<file path="config.mk">
export PLATFORM = sky130hd
export DESIGN_NAME = mem_port_arbiter
export DESIGN_NICKNAME = d
export VERILOG_FILES = /design/src/rtl/mem_port_arbiter_pkg.sv /design/src/rtl/mem_port_arbiter_rr_pick2.sv /design/src/rtl/mem_port_arbiter.sv
export SDC_FILE = /design/constraint.sdc
export NUM_CORES = 1
export LEC_CHECK = 0
export CAP_MARGIN = 10
export CORE_AREA = 2 2 294 296
export DETAILED_ROUTE_END_ITERATION = 6
export DIE_AREA = 0 0 296 298
export GPL_TIMING_DRIVEN = 0
export SYNTH_ARGS = -nofsm -noshare
export SYNTH_HDL_FRONTEND = slang
export SYNTH_SLANG_ARGS = --single-unit
</file>
<file path="constraint.sdc">
create_clock -name clk -period 13.7 [get_ports clk]
set_clock_uncertainty 0.15 [all_clocks]
set_input_delay 2.055 -clock clk [delete_from_list [all_inputs] [get_ports clk]]
set_output_delay 2.055 -clock clk [all_outputs]
set_load 0.02 [all_outputs]
</file>
<file path="src/rtl/mem_port_arbiter_pkg.sv">
// Shared types and default widths for the i-cache/d-cache memory port arbiter.
package mem_port_arbiter_pkg;

    localparam int ADDR_W_DEF  = 28;
    localparam int BLOCK_W_DEF = 128;
    localparam int CNT_W_DEF   = 16;

    typedef enum logic [1:0] {
        ST_IDLE    = 2'd0,
        ST_SERVE_I = 2'd1,
        ST_SERVE_D = 2'd2,
        ST_RELEASE = 2'd3
    } arb_state_t;

    typedef enum logic {
        GRANT_I = 1'b0,
        GRANT_D = 1'b1
    } grant_t;

endpackage

</file>
<file path="src/rtl/mem_port_arbiter_rr_pick2.sv">
// Two-way round-robin picker: a lone requester wins, a tie goes to the one not served last.
module rr_pick2
    import mem_port_arbiter_pkg::*;
(
    input  logic   req_i,
    input  logic   req_d,
    input  grant_t last,
    output logic   gnt_i,
    output logic   gnt_d
);

    assign gnt_i = req_i && (!req_d || last == GRANT_D);
    assign gnt_d = req_d && (!req_i || last == GRANT_I);

endmodule

</file>
<file path="src/rtl/mem_port_arbiter.sv">
// Shares one block memory port between the i-cache and d-cache miss paths,
// one transaction in flight, with saturating per-requester grant counters.
module mem_port_arbiter
    import mem_port_arbiter_pkg::*;
#(
    parameter int ADDR_W  = ADDR_W_DEF,
    parameter int BLOCK_W = BLOCK_W_DEF,
    parameter int CNT_W   = CNT_W_DEF
) (
    input  logic               clk,
    input  logic               reset,
    input  logic               i_read,
    input  logic [ADDR_W-1:0]  i_address,
    output logic [BLOCK_W-1:0] i_readdata,
    output logic               i_busywait,
    input  logic               d_read,
    input  logic               d_write,
    input  logic [ADDR_W-1:0]  d_address,
    input  logic [BLOCK_W-1:0] d_writedata,
    output logic [BLOCK_W-1:0] d_readdata,
    output logic               d_busywait,
    output logic               mem_read,
    output logic               mem_write,
    output logic [ADDR_W-1:0]  mem_address,
    output logic [BLOCK_W-1:0] mem_writedata,
    input  logic [BLOCK_W-1:0] mem_readdata,
    input  logic               mem_busywait,
    output logic [CNT_W-1:0]   i_grant_count,
    output logic [CNT_W-1:0]   d_grant_count
);

    localparam logic [CNT_W-1:0] CNT_ONE = CNT_W'(1);

    arb_state_t         state_q, state_d;
    grant_t             grant_q, grant_d;
    grant_t             last_q, last_d;
    logic               first_q, first_d;
    logic               we_q, we_d;
    logic [ADDR_W-1:0]  addr_q, addr_d;
    logic [BLOCK_W-1:0] wdata_q, wdata_d;
    logic [BLOCK_W-1:0] rdata_q, rdata_d;
    logic [CNT_W-1:0]   i_cnt_q, i_cnt_d;
    logic [CNT_W-1:0]   d_cnt_q, d_cnt_d;

    logic gnt_i, gnt_d;
    logic serving, releasing;

    rr_pick2 u_pick (
        .req_i (i_read),
        .req_d (d_read | d_write),
        .last  (last_q),
        .gnt_i (gnt_i),
        .gnt_d (gnt_d)
    );

    always_comb begin
        state_d = state_q;
        grant_d = grant_q;
        last_d  = last_q;
        first_d = first_q;
        we_d    = we_q;
        addr_d  = addr_q;
        wdata_d = wdata_q;
        rdata_d = rdata_q;
        i_cnt_d = i_cnt_q;
        d_cnt_d = d_cnt_q;
        case (state_q)
            ST_IDLE: begin
                if (gnt_d) begin
                    // read+write together is a writeback
                    grant_d = GRANT_D;
                    we_d    = d_write;
                    addr_d  = d_address;
                    wdata_d = d_writedata;
                    first_d = 1'b1;
                    state_d = ST_SERVE_D;
                end else if (gnt_i) begin
                    grant_d = GRANT_I;
                    we_d    = 1'b0;
                    addr_d  = i_address;
                    first_d = 1'b1;
                    state_d = ST_SERVE_I;
                end
            end
            ST_SERVE_I, ST_SERVE_D: begin
                // memory has not seen the strobe yet on the first edge
                if (first_q) begin
                    first_d = 1'b0;
                end else if (!mem_busywait) begin
                    if (!we_q) rdata_d = mem_readdata;
                    state_d = ST_RELEASE;
                end
            end
            ST_RELEASE: begin
                last_d = grant_q;
                if (grant_q == GRANT_I) begin
                    if (i_cnt_q != '1) i_cnt_d = i_cnt_q + CNT_ONE;
                end else begin
                    if (d_cnt_q != '1) d_cnt_d = d_cnt_q + CNT_ONE;
                end
                state_d = ST_IDLE;
            end
            default: state_d = ST_IDLE;
        endcase
    end

    always_ff @(posedge clk or posedge reset) begin
        if (reset) begin
            state_q <= ST_IDLE;
            grant_q <= GRANT_I;
            last_q  <= GRANT_I;
            first_q <= 1'b0;
            we_q    <= 1'b0;
            addr_q  <= '0;
            wdata_q <= '0;
            rdata_q <= '0;
            i_cnt_q <= '0;
            d_cnt_q <= '0;
        end else begin
            state_q <= state_d;
            grant_q <= grant_d;
            last_q  <= last_d;
            first_q <= first_d;
            we_q    <= we_d;
            addr_q  <= addr_d;
            wdata_q <= wdata_d;
            rdata_q <= rdata_d;
            i_cnt_q <= i_cnt_d;
            d_cnt_q <= d_cnt_d;
        end
    end

    assign serving   = (state_q == ST_SERVE_I) || (state_q == ST_SERVE_D);
    assign releasing = (state_q == ST_RELEASE);

    // strobes are decoded from state so an async reset drops them at once
    assign mem_read      = serving && !we_q;
    assign mem_write     = serving && we_q;
    assign mem_address   = addr_q;
    assign mem_writedata = wdata_q;

    assign i_busywait = i_read && !(releasing && grant_q == GRANT_I);
    assign d_busywait = (d_read || d_write) && !(releasing && grant_q == GRANT_D);

    assign i_readdata    = rdata_q;
    assign d_readdata    = rdata_q;
    assign i_grant_count = i_cnt_q;
    assign d_grant_count = d_cnt_q;

endmodule

</file>
==> results of run 1 <==
[per-stage QoR]
stage	TNS, ns	area (µm²)
finish	0	24200
CTS	0	24200
floorplan	0	13600
global placement	-500.03	22700
global route	0	24200
detailed placement	0	22800
[worst min-delay path, delay by kind of cell, from the launching register on]
family / cells / cell delay (ns)
compound gates: 1 / 0.06
flops: 1 / 0.34
simple gates: 1 / 0.05
[cells by family after synthesis]
kind of cell | after synthesis | synth area share, %
buf+inv | 176 | 8.92
simple gates | 96 | 3.72
xor+xnor | 25 | 1.61
fa+ha+maj | 5 | 0.460
mux | 287 | 23.5
flops | 322 | 59.2
compound gates | 55 | 2.58
[worst min path at each step]
stage,to,cells after the start,start,slack (ns)
global placement,mem_address[0],2,mem_address[0],0.31
CTS,mem_address[0],2,mem_address[0],0.33
detailed placement,mem_address[0],2,mem_address[0],0.32
floorplan,we_q,1,we_q,0.33
global route,mem_writedata[101],1,mem_writedata[101],0.35
finish,mem_address[0],2,mem_address[0],0.33
[flip-flops by register name, summed over array words and instances (netlist names)]
signal,cells
first_q,1
state_q,2
we_q,1
last_q,1
grant_q,1
mem_address,28
i_grant_count,16
d_grant_count,16
d_readdata,128
mem_writedata,128
[cell type report]
| class | instances | area, µm² |
|---|---|---|
| antenna | 1 | 2.50 |
| clock buffer | 52 | 1140 |
| tap | 1144 | 1430 |
| inverter | 8 | 37.5 |
| clock inverter | 17 | 264 |
| buffer | 168 | 1180 |
| fill | 8742 | 60700 |
| sequential | 322 | 8060 |
| timing repair buffer | 767 | 7710 |
| multi-input combinational | 468 | 4330 |
[cells in the mapped netlist (2+ instances only)]
library cell	count	area, µm²
sky130_fd_sc_hd__a211oi_1	3	22.5
sky130_fd_sc_hd__a21oi_1	8	40.0
sky130_fd_sc_hd__a31oi_1	3	18.8
sky130_fd_sc_hd__and2_1	6	37.5
sky130_fd_sc_hd__and3_1	8	50.1
sky130_fd_sc_hd__and4_1	5	43.8
sky130_fd_sc_hd__buf_1	2	7.51
sky130_fd_sc_hd__buf_2	22	110
sky130_fd_sc_hd__buf_4	140	1050
sky130_fd_sc_hd__clkbuf_1	4	15.0
sky130_fd_sc_hd__dfrtp_1	322	8060
sky130_fd_sc_hd__ha_1	5	62.6
sky130_fd_sc_hd__inv_1	8	30.0
sky130_fd_sc_hd__mux2_1	100	1130
sky130_fd_sc_hd__mux2_2	158	1780
sky130_fd_sc_hd__mux2i_1	29	290
sky130_fd_sc_hd__nand2_1	42	158
sky130_fd_sc_hd__nand2b_1	3	18.8
sky130_fd_sc_hd__nand3_1	9	45.0
sky130_fd_sc_hd__nand4_1	9	56.3
sky130_fd_sc_hd__nand4b_1	2	17.5
sky130_fd_sc_hd__nor2_1	4	15.0
sky130_fd_sc_hd__nor2b_1	3	18.8
sky130_fd_sc_hd__o21a_1	2	15.0
sky130_fd_sc_hd__o21ai_0	30	150
sky130_fd_sc_hd__o22a_1	2	17.5
sky130_fd_sc_hd__xnor2_1	20	175
sky130_fd_sc_hd__xor2_1	5	43.8
[metal layers]
layer | wire, µm | up-vias | part of all wire [%]
met4 | 1490 | 2 | 2.9
met1 | 19700 | 5214 | 38
met3 | 4210 | 78 | 8.1
met5 | 13 | - | 0.025
li1 | - | 4842 | -
met2 | 26600 | 482 | 51
[report_power, final]
part	internal, mW	leakage, nW	switching (mW)
sequential	1.41	3.87	0.361
combinational	1.85	5.44	1.63
clock	0.696	0.678	0.431
total	3.96	9.99	2.42
==> metrics.yaml, run 1 <==
grt:
  grt.met3_usage_pct: 3.16
  initial_antenna_violation_count: 12
  grt_util_met2_pct: 20.3
  grt_pass1_wl_um: 74300
  gr-usage-all-layers_pct: 11.3
  grt_max_degree: 112
  top_usage_layer: "met2"
  grt_use_met1_pct: 12.7
  number_of_global_route_vias_before_repair: 11400
  globalRoute.totalOverflow: 0
synthesis:
  post_synthesis_sequential_element_count: 322
  synthCells: 966
  synth-warning-count: 0
  synth_enable_flop_cells: 0
  synth.distinct_cells: 40
  yosys_most_used_dff: "sky130_fd_sc_hd__dfrtp_1"
  postSynthNetCount: 1289
  post_synth_arst_share_pct: 100
  synthesis.area_um2: 13600
  syn_area_per_cell_um2: 14.1
  synth_seq_area_share_pct: 59.2
clock_tree:
  clk_lat_worst_skew_ns: 0.55
  worst_setup_hold_path_clk_slew_ns: 0.05
  post_cts_resized: 0
  max_clock_buf_depth: 3
  cts_buffers: 39
  cts.htree.levels: 2
  cts_num_sinks: 322
  tritoncts: "built"
  cts.repair_timing.setup_buffer_count: 0
  cts.root.buffer_cell: "sky130_fd_sc_hd__clkbuf_16"
  cts_hold_buffers: 0
die:
  start_util_pct: 16.0
  die_w_um: 296
  floorplan.die_area_um2: 88200
  floorplan.rows: 107
  fp.coreArea_um2: 84900
  die_y_um: 298
  floorplan.io_pins: 766
routing:
  drc_errors: 0
  drt-total-wl_um: 52000
  drt_pre_antenna_iters: 4
  num_vias: 10600
  avgViaCountPerCell: 3.60
  drt_first_iter_violations: 264
  ant_nets: 0
  post_drt_wl_per_cell_um: 17.7
power:
  power.ir.vdd_worst_v: 0.000134
  power_leakage_nw: 9.99
  power.total_mw: 6.38
  power_density_over_the_cells_nw_per_um2: 264
setup_path:
  worstRegToRegCells: 7
  worst_r2r_startpoint: "state_q[1]"
  path_depth: 3
  crit_path_start: "d_write"
  cp_data_arrival_time_ns: 3.45
  cpLargestDelayFamily: "buffers and inverters"
  worstPathMaxFanout: 5
  critPathSlowestCell: "sky130_fd_sc_hd__clkdlybuf4s50_1"
  path_common_cell: "sky130_fd_sc_hd__clkdlybuf4s50_1"
  end_kind: "output port"
  crit_path_max_incr_delay_ns: 0.62
  cp_num_buf_inv: 2
  criticalPathCategory: "in -> out"
  cp.required_ns: 11.49
  crit-reg2reg-capture: "d_readdata[36]"
  reg2reg_setup_slack_ns: 10.94
  cp-endpoint: "d_busywait"
  worstPathCellList: "clkdlybuf4s50_1 > o21a_1 > clkdlybuf4s50_1"
  cp-start-kind: "input port"
timing:
  timing_max_transition_violations_final: 0
  setup_violations: 0
  worst_pin_slew_ns: 1.15
  worst_slack_ns: 8.05
  layout_worst_path_cycle_share_pct: 41.3
  fin_hold_ws_ns: 0.326
  max_slew_margin_pct: 23.4
  hold_viol: 0
  fin_crit_ns: 5.65
  max_freq_mhz: 177
  rsz0062_at_grt: "no"
placed_design:
  dp.final_hpwl_um: 42500
  buffer_ports.inserted: 765
  place_congestion: 0.862
  dpl_worst_slack_ns: 8.06
  post-place-cells: 2877
final_layout:
  post-route-util_pct: 28.5
  layout_common_cells: "sky130_fd_sc_hd__clkdlybuf4s50_1 (765), sky130_fd_sc_hd__dfrtp_1 (322), sky130_fd_sc_hd__mux2_2 (158)"
  finalNetCount: 2097
  non_filler_cells_in_the_finished_layout: 2947
  area_delta_synth_final_pct: 77.6
  final_layout_size_suffix_gt1_share_pct: 21.8
  layout.cells.most_common: "sky130_fd_sc_hd__clkdlybuf4s50_1"
flow_run:
  maxCapViolCount: 0
min_path:
  worstHoldPathType: "reg -> reg"
outcome:
  run_status: "complete, no violations"
No activity file was read; power rests on OpenSTA's default activity.
==> run 2, diff against run 1 <==
--- a/config.mk
+++ b/config.mk
@@ -6,9 +6,9 @@
 export NUM_CORES = 1
 export LEC_CHECK = 0
 export CAP_MARGIN = 10
-export CORE_AREA = 2 2 294 296
+export CORE_AREA = 2 2 302 304
 export DETAILED_ROUTE_END_ITERATION = 6
-export DIE_AREA = 0 0 296 298
+export DIE_AREA = 0 0 304 306
 export GPL_TIMING_DRIVEN = 0
 export SYNTH_ARGS = -nofsm -noshare
 export SYNTH_HDL_FRONTEND = slang
==> constraint.sdc (replaced) <==
create_clock -name clk -period 5 [get_ports clk]
set_clock_uncertainty 0.15 [all_clocks]
set_input_delay 0.75 -clock clk [delete_from_list [all_inputs] [get_ports clk]]
set_output_delay 0.75 -clock clk [all_outputs]
set_load 0.02 [all_outputs]
==> metrics.yaml, run 2 (synthesized netlist as in run 1, its figures left out) <==
timing:
  tns_ns: 0
  rsz0062_at_grt: "no"
  layout_worst_path_cycle_share_pct: 64.3
  fin_crit_ns: 3.21
  max_slew_margin_pct: 50.8
  worst_pin_slew_ns: 0.732
  fin_hold_ws_ns: 0.327
  setup_violations: 0
  timing_max_transition_violations_final: 0
  hold_viol: 0
  max_freq_mhz: 311
setup_path:
  worstPathCellList: "ha_1 > nand2_1 > o21a_1 > clkdlybuf4s50_1"
  worst_r2r_startpoint: "state_q[0]"
  end_kind: "output port"
  criticalPathCategory: "reg -> out"
  worstPathMaxFanout: 5
  cp-start-kind: "flop"
  cp_data_arrival_time_ns: 2.31
  critPathSlowestCell: "sky130_fd_sc_hd__clkdlybuf4s50_1"
  cp.required_ns: 4.10
  crit_path_max_incr_delay_ns: 0.62
  crit_path_start: "state_q[0]"
final_layout:
  layout.cells.most_common: "sky130_fd_sc_hd__clkdlybuf4s50_1"
  fill_cells: 9352
  final_layout_size_suffix_gt1_share_pct: 21.9
  finalNetCount: 2105
  non_filler_cells_in_the_finished_layout: 2989
  layout_common_cells: "sky130_fd_sc_hd__clkdlybuf4s50_1 (765), sky130_fd_sc_hd__dfrtp_1 (322), sky130_fd_sc_hd__mux2_2 (158)"
  area_delta_synth_final_pct: 78.2
  final_non_filler_cell_area_um2: 24200
power:
  power.share.sequential_pct: 28.1
  power.ir.vdd_worst_v: 0.000334
  power_leakage_nw: 10.0
  power_frac_clock_pct: 17.1
  switching_share_pct: 38.0
  power.total_mw: 17.3
  share_comb_of_total_power_pct: 54.8
  internal_power_mw: 10.7
  power.switching_mw: 6.57
  power_density_over_the_cells_nw_per_um2: 713
outcome:
  run_status: "complete, no violations"
grt:
  gr-usage-all-layers_pct: 10.7
  number_of_global_route_vias_before_repair: 10900
  globalRoute.totalOverflow: 0
  grt_max_degree: 39
  initial_antenna_violation_count: 9
  grt_pass1_wl_um: 74400
clock_tree:
  clk_lat_worst_skew_ns: 0.56
  worst_setup_hold_path_clk_slew_ns: 0.05
  post_cts_resized: 0
  cts.htree.levels: 2
  cts.repair_timing.setup_buffer_count: 0
  cts_hold_buffers: 0
  cts_buffers: 40
  tritoncts: "built"
  cts.root.buffer_cell: "sky130_fd_sc_hd__clkbuf_16"
  max_clock_buf_depth: 3
  cts_num_sinks: 322
flow_run:
  maxCapViolCount: 0
routing:
  drt_first_iter_violations: 295
  drc_errors: 0
  drt-total-wl_um: 51700
  num_vias: 10600
  drt_pre_antenna_iters: 4
  ant_nets: 0
  post_drt_wl_per_cell_um: 17.3
  avgViaCountPerCell: 3.53
placed_design:
  placed_area_um2: 22900
  post-place-cells: 2916
  place_congestion: 0.789
  buffer_ports.inserted: 765
  dp.final_hpwl_um: 41900
die:
  start_util_pct: 15.2
  floorplan.rows: 110
  floorplan.io_pins: 766
  die_w_um: 304
  floorplan.die_area_um2: 93000
  fp.coreArea_um2: 89600
  die_y_um: 306
min_path:
  worstHoldPathType: "reg -> reg"
  timing.hold.worst.start: "mem_address[23]"
-- run 2: changes by cell type in the layout (fill, tap and decap cells not counted) --
cell                        before  now
sky130_fd_sc_hd__buf_16          2    0
sky130_fd_sc_hd__clkinv_2        4    8
sky130_fd_sc_hd__clkbuf_1        7   11
sky130_fd_sc_hd__inv_6           1    2
sky130_fd_sc_hd__clkinv_8        1    0
sky130_fd_sc_hd__clkbuf_8        9    5
sky130_fd_sc_hd__clkinv_4        1    0
sky130_fd_sc_hd__clkbuf_16      40   41
sky130_fd_sc_hd__buf_12          0    9
sky130_fd_sc_hd__inv_8           1    0
sky130_fd_sc_hd__diode_2         1    3
sky130_fd_sc_hd__bufinv_16       6    4
-- run 2: path summary, 6_finish.rpt --
path	to	slack, ns	cells past startpoint
setup / recovery	d_busywait	1.79	4
hold / removal	mem_address[23]	0.33	2
setup reg to reg	d_readdata[68]	2.34	7
hold reg to reg	mem_address[23]	0.33	2
max in group asynchronous	d_readdata[25]	2.64	7
min in group asynchronous	mem_writedata[5]	0.44	2
-- run 2: per-stage QoR --
| step | worst slack [ns] | utilization (%) |
|---|---|---|
| 4_1_cts | 1.68 | 27.1 |
| 6_report | 1.79 | 27.1 |
| 3_3_place_gp | -3.03 | 25.4 |
| 3_5_place_dp | 1.87 | 25.6 |
| 5_1_grt | 1.62 | 27.1 |
| 2_1_floorplan | -0.195 | - |
-- run 2: layout make-up --
| type | count | area, µm² | share of cell area, % |
|---|---|---|---|
| repair buffers | 774 | 7840 | 32.3 |
| inverters | 8 | 33.8 | 0.139 |
| plain buffers | 168 | 1180 | 4.88 |
| multi-input cells | 468 | 4330 | 17.9 |
| diodes | 3 | 7.51 | 0.0310 |
| clock buffers | 53 | 1120 | 4.62 |
| flip-flops and latches | 322 | 8060 | 33.2 |
| well taps | 1176 | 1470 | 6.07 |
| clock inverters | 17 | 200 | 0.826 |
-- run 2: power groups by stage --
stage / Sequential (mW) / Combinational (mW) / Clock [mW]
after floorplan: 6.12 / 3.51 / 0
after CTS: 4.88 / 9.63 / 3.09
after detailed placement: 4.90 / 9.61 / 0
after global routing: 5.02 / 9.97 / 3.19
final: 4.85 / 9.48 / 2.96
after global placement: 4.88 / 9.55 / 0
-- run 2: metal layers --
| metal | global-route usage (%) | wire length (µm) | vias up |
|---|---|---|---|
| met1 | 12.5 | 20700 | 5191 |
| li1 | - | - | 4865 |
| met3 | 3.48 | 4120 | 71 |
| met5 | 0 | 27 | - |
| met2 | 18.4 | 25600 | 425 |
| met4 | 3.27 | 1300 | 4 |
-- run 2: critical path: cells and delay by family, from the launching register on --
family | cells | cell delay [ns]
compound gates | 1 | 0.18
fa+ha+maj | 1 | 0.27
buf+inv | 1 | 0.62
flops | 1 | 0.39
simple gates | 1 | 0.30
==> run 3, diff against run 2 <==
==> constraint.sdc (replaced) <==
create_clock -name clk -period 2.8 [get_ports clk]
set_clock_uncertainty 0.15 [all_clocks]
set_input_delay 0.42 -clock clk [delete_from_list [all_inputs] [get_ports clk]]
set_output_delay 0.42 -clock clk [all_outputs]
set_load 0.02 [all_outputs]
==> metrics.yaml, run 3 (synthesized netlist as in run 1, its figures left out) <==
clock_tree:
  cts.root.buffer_cell: "sky130_fd_sc_hd__clkbuf_16"
  cts_buffers: 40
  clk_lat_worst_skew_ns: 0.56
  cts_hold_buffers: 0
  max_clock_buf_depth: 3
  cts_num_sinks: 322
  worst_setup_hold_path_clk_slew_ns: 0.06
  cts.htree.levels: 2
  tritoncts: "built"
routing:
  ant_nets: 0
  drt-total-wl_um: 51600
  drc_errors: 0
  num_vias: 10600
  avgViaCountPerCell: 3.53
  post_drt_wl_per_cell_um: 17.3
  drt_first_iter_violations: 300
  drt_pre_antenna_iters: 4
setup_path:
  cp_data_arrival_time_ns: 2.86
  cp-start-kind: "flop"
  reg2reg_setup_slack_ns: 0.21
  cpLargestDelayFamily: "buffers and inverters"
  worstPathMaxFanout: 10
  end_kind: "flop"
  critPathSlowestCell: "sky130_fd_sc_hd__dfrtp_1"
  criticalPathCategory: "reg -> reg"
  crit_path_max_incr_delay_ns: 0.37
  cp_num_buf_inv: 3
  cp.required_ns: 3.07
  worstPathCellList: "inv_1 > ha_1 > nor2b_1 > and2_1 > clkbuf_4 > buf_4 > mux2_2"
power:
  power.ir.vdd_worst_v: 0.000595
  power_frac_clock_pct: 17.1
  power.switching_mw: 11.7
  share_comb_of_total_power_pct: 54.8
  switching_share_pct: 38.0
  power_leakage_nw: 10.0
  internal_power_mw: 19.1
  power.share.sequential_pct: 28.1
  power_density_over_the_cells_nw_per_um2: 1270
timing:
  setup_violations: 0
  worst_pin_slew_ns: 0.732
  layout_worst_path_cycle_share_pct: 92.5
  max_slew_margin_pct: 50.8
  hold_viol: 0
  tns_ns: 0
  rsz0062_at_grt: "no"
  fin_crit_ns: 2.59
  timing_max_transition_violations_final: 0
  max_freq_mhz: 386
grt:
  gr-usage-all-layers_pct: 10.7
  grt_pass1_wl_um: 74400
  initial_antenna_violation_count: 9
  globalRoute.totalOverflow: 0
  number_of_global_route_vias_before_repair: 10900
  grt_max_degree: 39
placed_design:
  dp.final_hpwl_um: 41900
  place_congestion: 0.789
  buffer_ports.inserted: 765
  post-place-cells: 2916
die:
  die_y_um: 306
  fp.coreArea_um2: 89600
  floorplan.rows: 110
  start_util_pct: 15.2
  floorplan.io_pins: 766
  floorplan.die_area_um2: 93000
  die_w_um: 304
final_layout:
  layout.cells.most_common: "sky130_fd_sc_hd__clkdlybuf4s50_1"
  final_layout_size_suffix_gt1_share_pct: 21.9
  non_filler_cells_in_the_finished_layout: 2989
  area_delta_synth_final_pct: 78.3
  layout_common_cells: "sky130_fd_sc_hd__clkdlybuf4s50_1 (761), sky130_fd_sc_hd__dfrtp_1 (322), sky130_fd_sc_hd__mux2_2 (158)"
  finalNetCount: 2105
  fill_cells: 9351
outcome:
  run_status: "complete, no violations"
flow_run:
  maxCapViolCount: 0
min_path:
  worstHoldPathType: "in -> async"
==> run 3: cell count changes in the layout (fill, tap and decap cells not counted), sizes merged <==
cell,before,now
buf,173,171
clkbuf,57,59
clkdlybuf4s50,765,761
dlymetal6s2s,0,2
dlygate4sd2,0,2
==> run 3: per-layer routing <==
layer	up-vias	part of all wire [%]	track usage (%)
met5	-	0.052	0
li1	4865	-	-
met2	428	50	18.4
met3	70	8.0	3.48
met1	5194	40	12.5
met4	4	2.5	3.27
==> run 3: layout make-up <==
class | instances | area [µm²] | share of cell area (%)
multi-input cells | 468 | 4340 | 17.9
clock inverters | 17 | 200 | 0.825
plain buffers | 168 | 1190 | 4.90
repair buffers | 774 | 7840 | 32.3
diodes | 3 | 7.51 | 0.0309
inverters | 8 | 33.8 | 0.139
flip-flops and latches | 322 | 8060 | 33.2
well taps | 1176 | 1470 | 6.06
clock buffers | 53 | 1120 | 4.62
==> run 3: final timing paths <==
| check | from | endpoint | depth (start not counted) |
|---|---|---|---|
| setup / recovery | state_q[0] | d_readdata[1] | 7 |
| hold / removal | reset | mem_writedata[5] | 2 |
| setup reg to reg | state_q[0] | d_readdata[1] | 7 |
| hold reg to reg | mem_address[22] | mem_address[22] | 2 |
| max in group asynchronous | reset | d_readdata[25] | 7 |
| min in group clk | d_writedata[92] | mem_writedata[92] | 2 |
==> run 3: timing repair <==
item / in CTS / in global routing
endpoints found under the hold margin: 0 / 0
setup buffers: 0 / 0
setup endpoints to repair: 2 / 117
pin swaps: 0 / 0
resized for setup: 4 / 4
==> run 3: worst reg2reg max path: stages, from the launching register on <==
cell and delay, ns:
sky130_fd_sc_hd__dfrtp_1 0.37, sky130_fd_sc_hd__inv_1 0.07, sky130_fd_sc_hd__ha_1 0.37, sky130_fd_sc_hd__nor2b_1 0.21, sky130_fd_sc_hd__and2_1 0.31, sky130_fd_sc_hd__clkbuf_4 0.34, sky130_fd_sc_hd__buf_4 0.29, sky130_fd_sc_hd__mux2_2 0.37
==> run 3: stage by stage <==
| step | hold WS [ns] | setup slack (ns) | total power [mW] | instance area (µm²) | util [%] |
|---|---|---|---|---|---|
| final | 0.109 | 0.211 | 30.9 | 24300 | 27.1 |
| after floorplan | 0.330 | -2.06 | 17.2 | 13600 | - |
| after CTS | 0.0569 | 0.0142 | 31.4 | 24200 | 27.1 |
| after detailed placement | 0.320 | 0.00320 | 25.9 | 22900 | 25.6 |
| after global placement | 0.312 | -4.90 | 25.8 | 22700 | 25.4 |
| after global routing | 0.125 | 0.00767 | 32.5 | 24300 | 27.1 |
==> run 3: power groups by stage <==
stage               Combinational, mW  Sequential [mW]  Clock [mW]
floorplan                        6.28             10.9           0
CTS                              17.2             8.72        5.53
detailed placement               17.2             8.76           0
global placement                 17.1             8.72           0
finish                           16.9             8.66        5.28
global route                     17.8             8.98        5.69
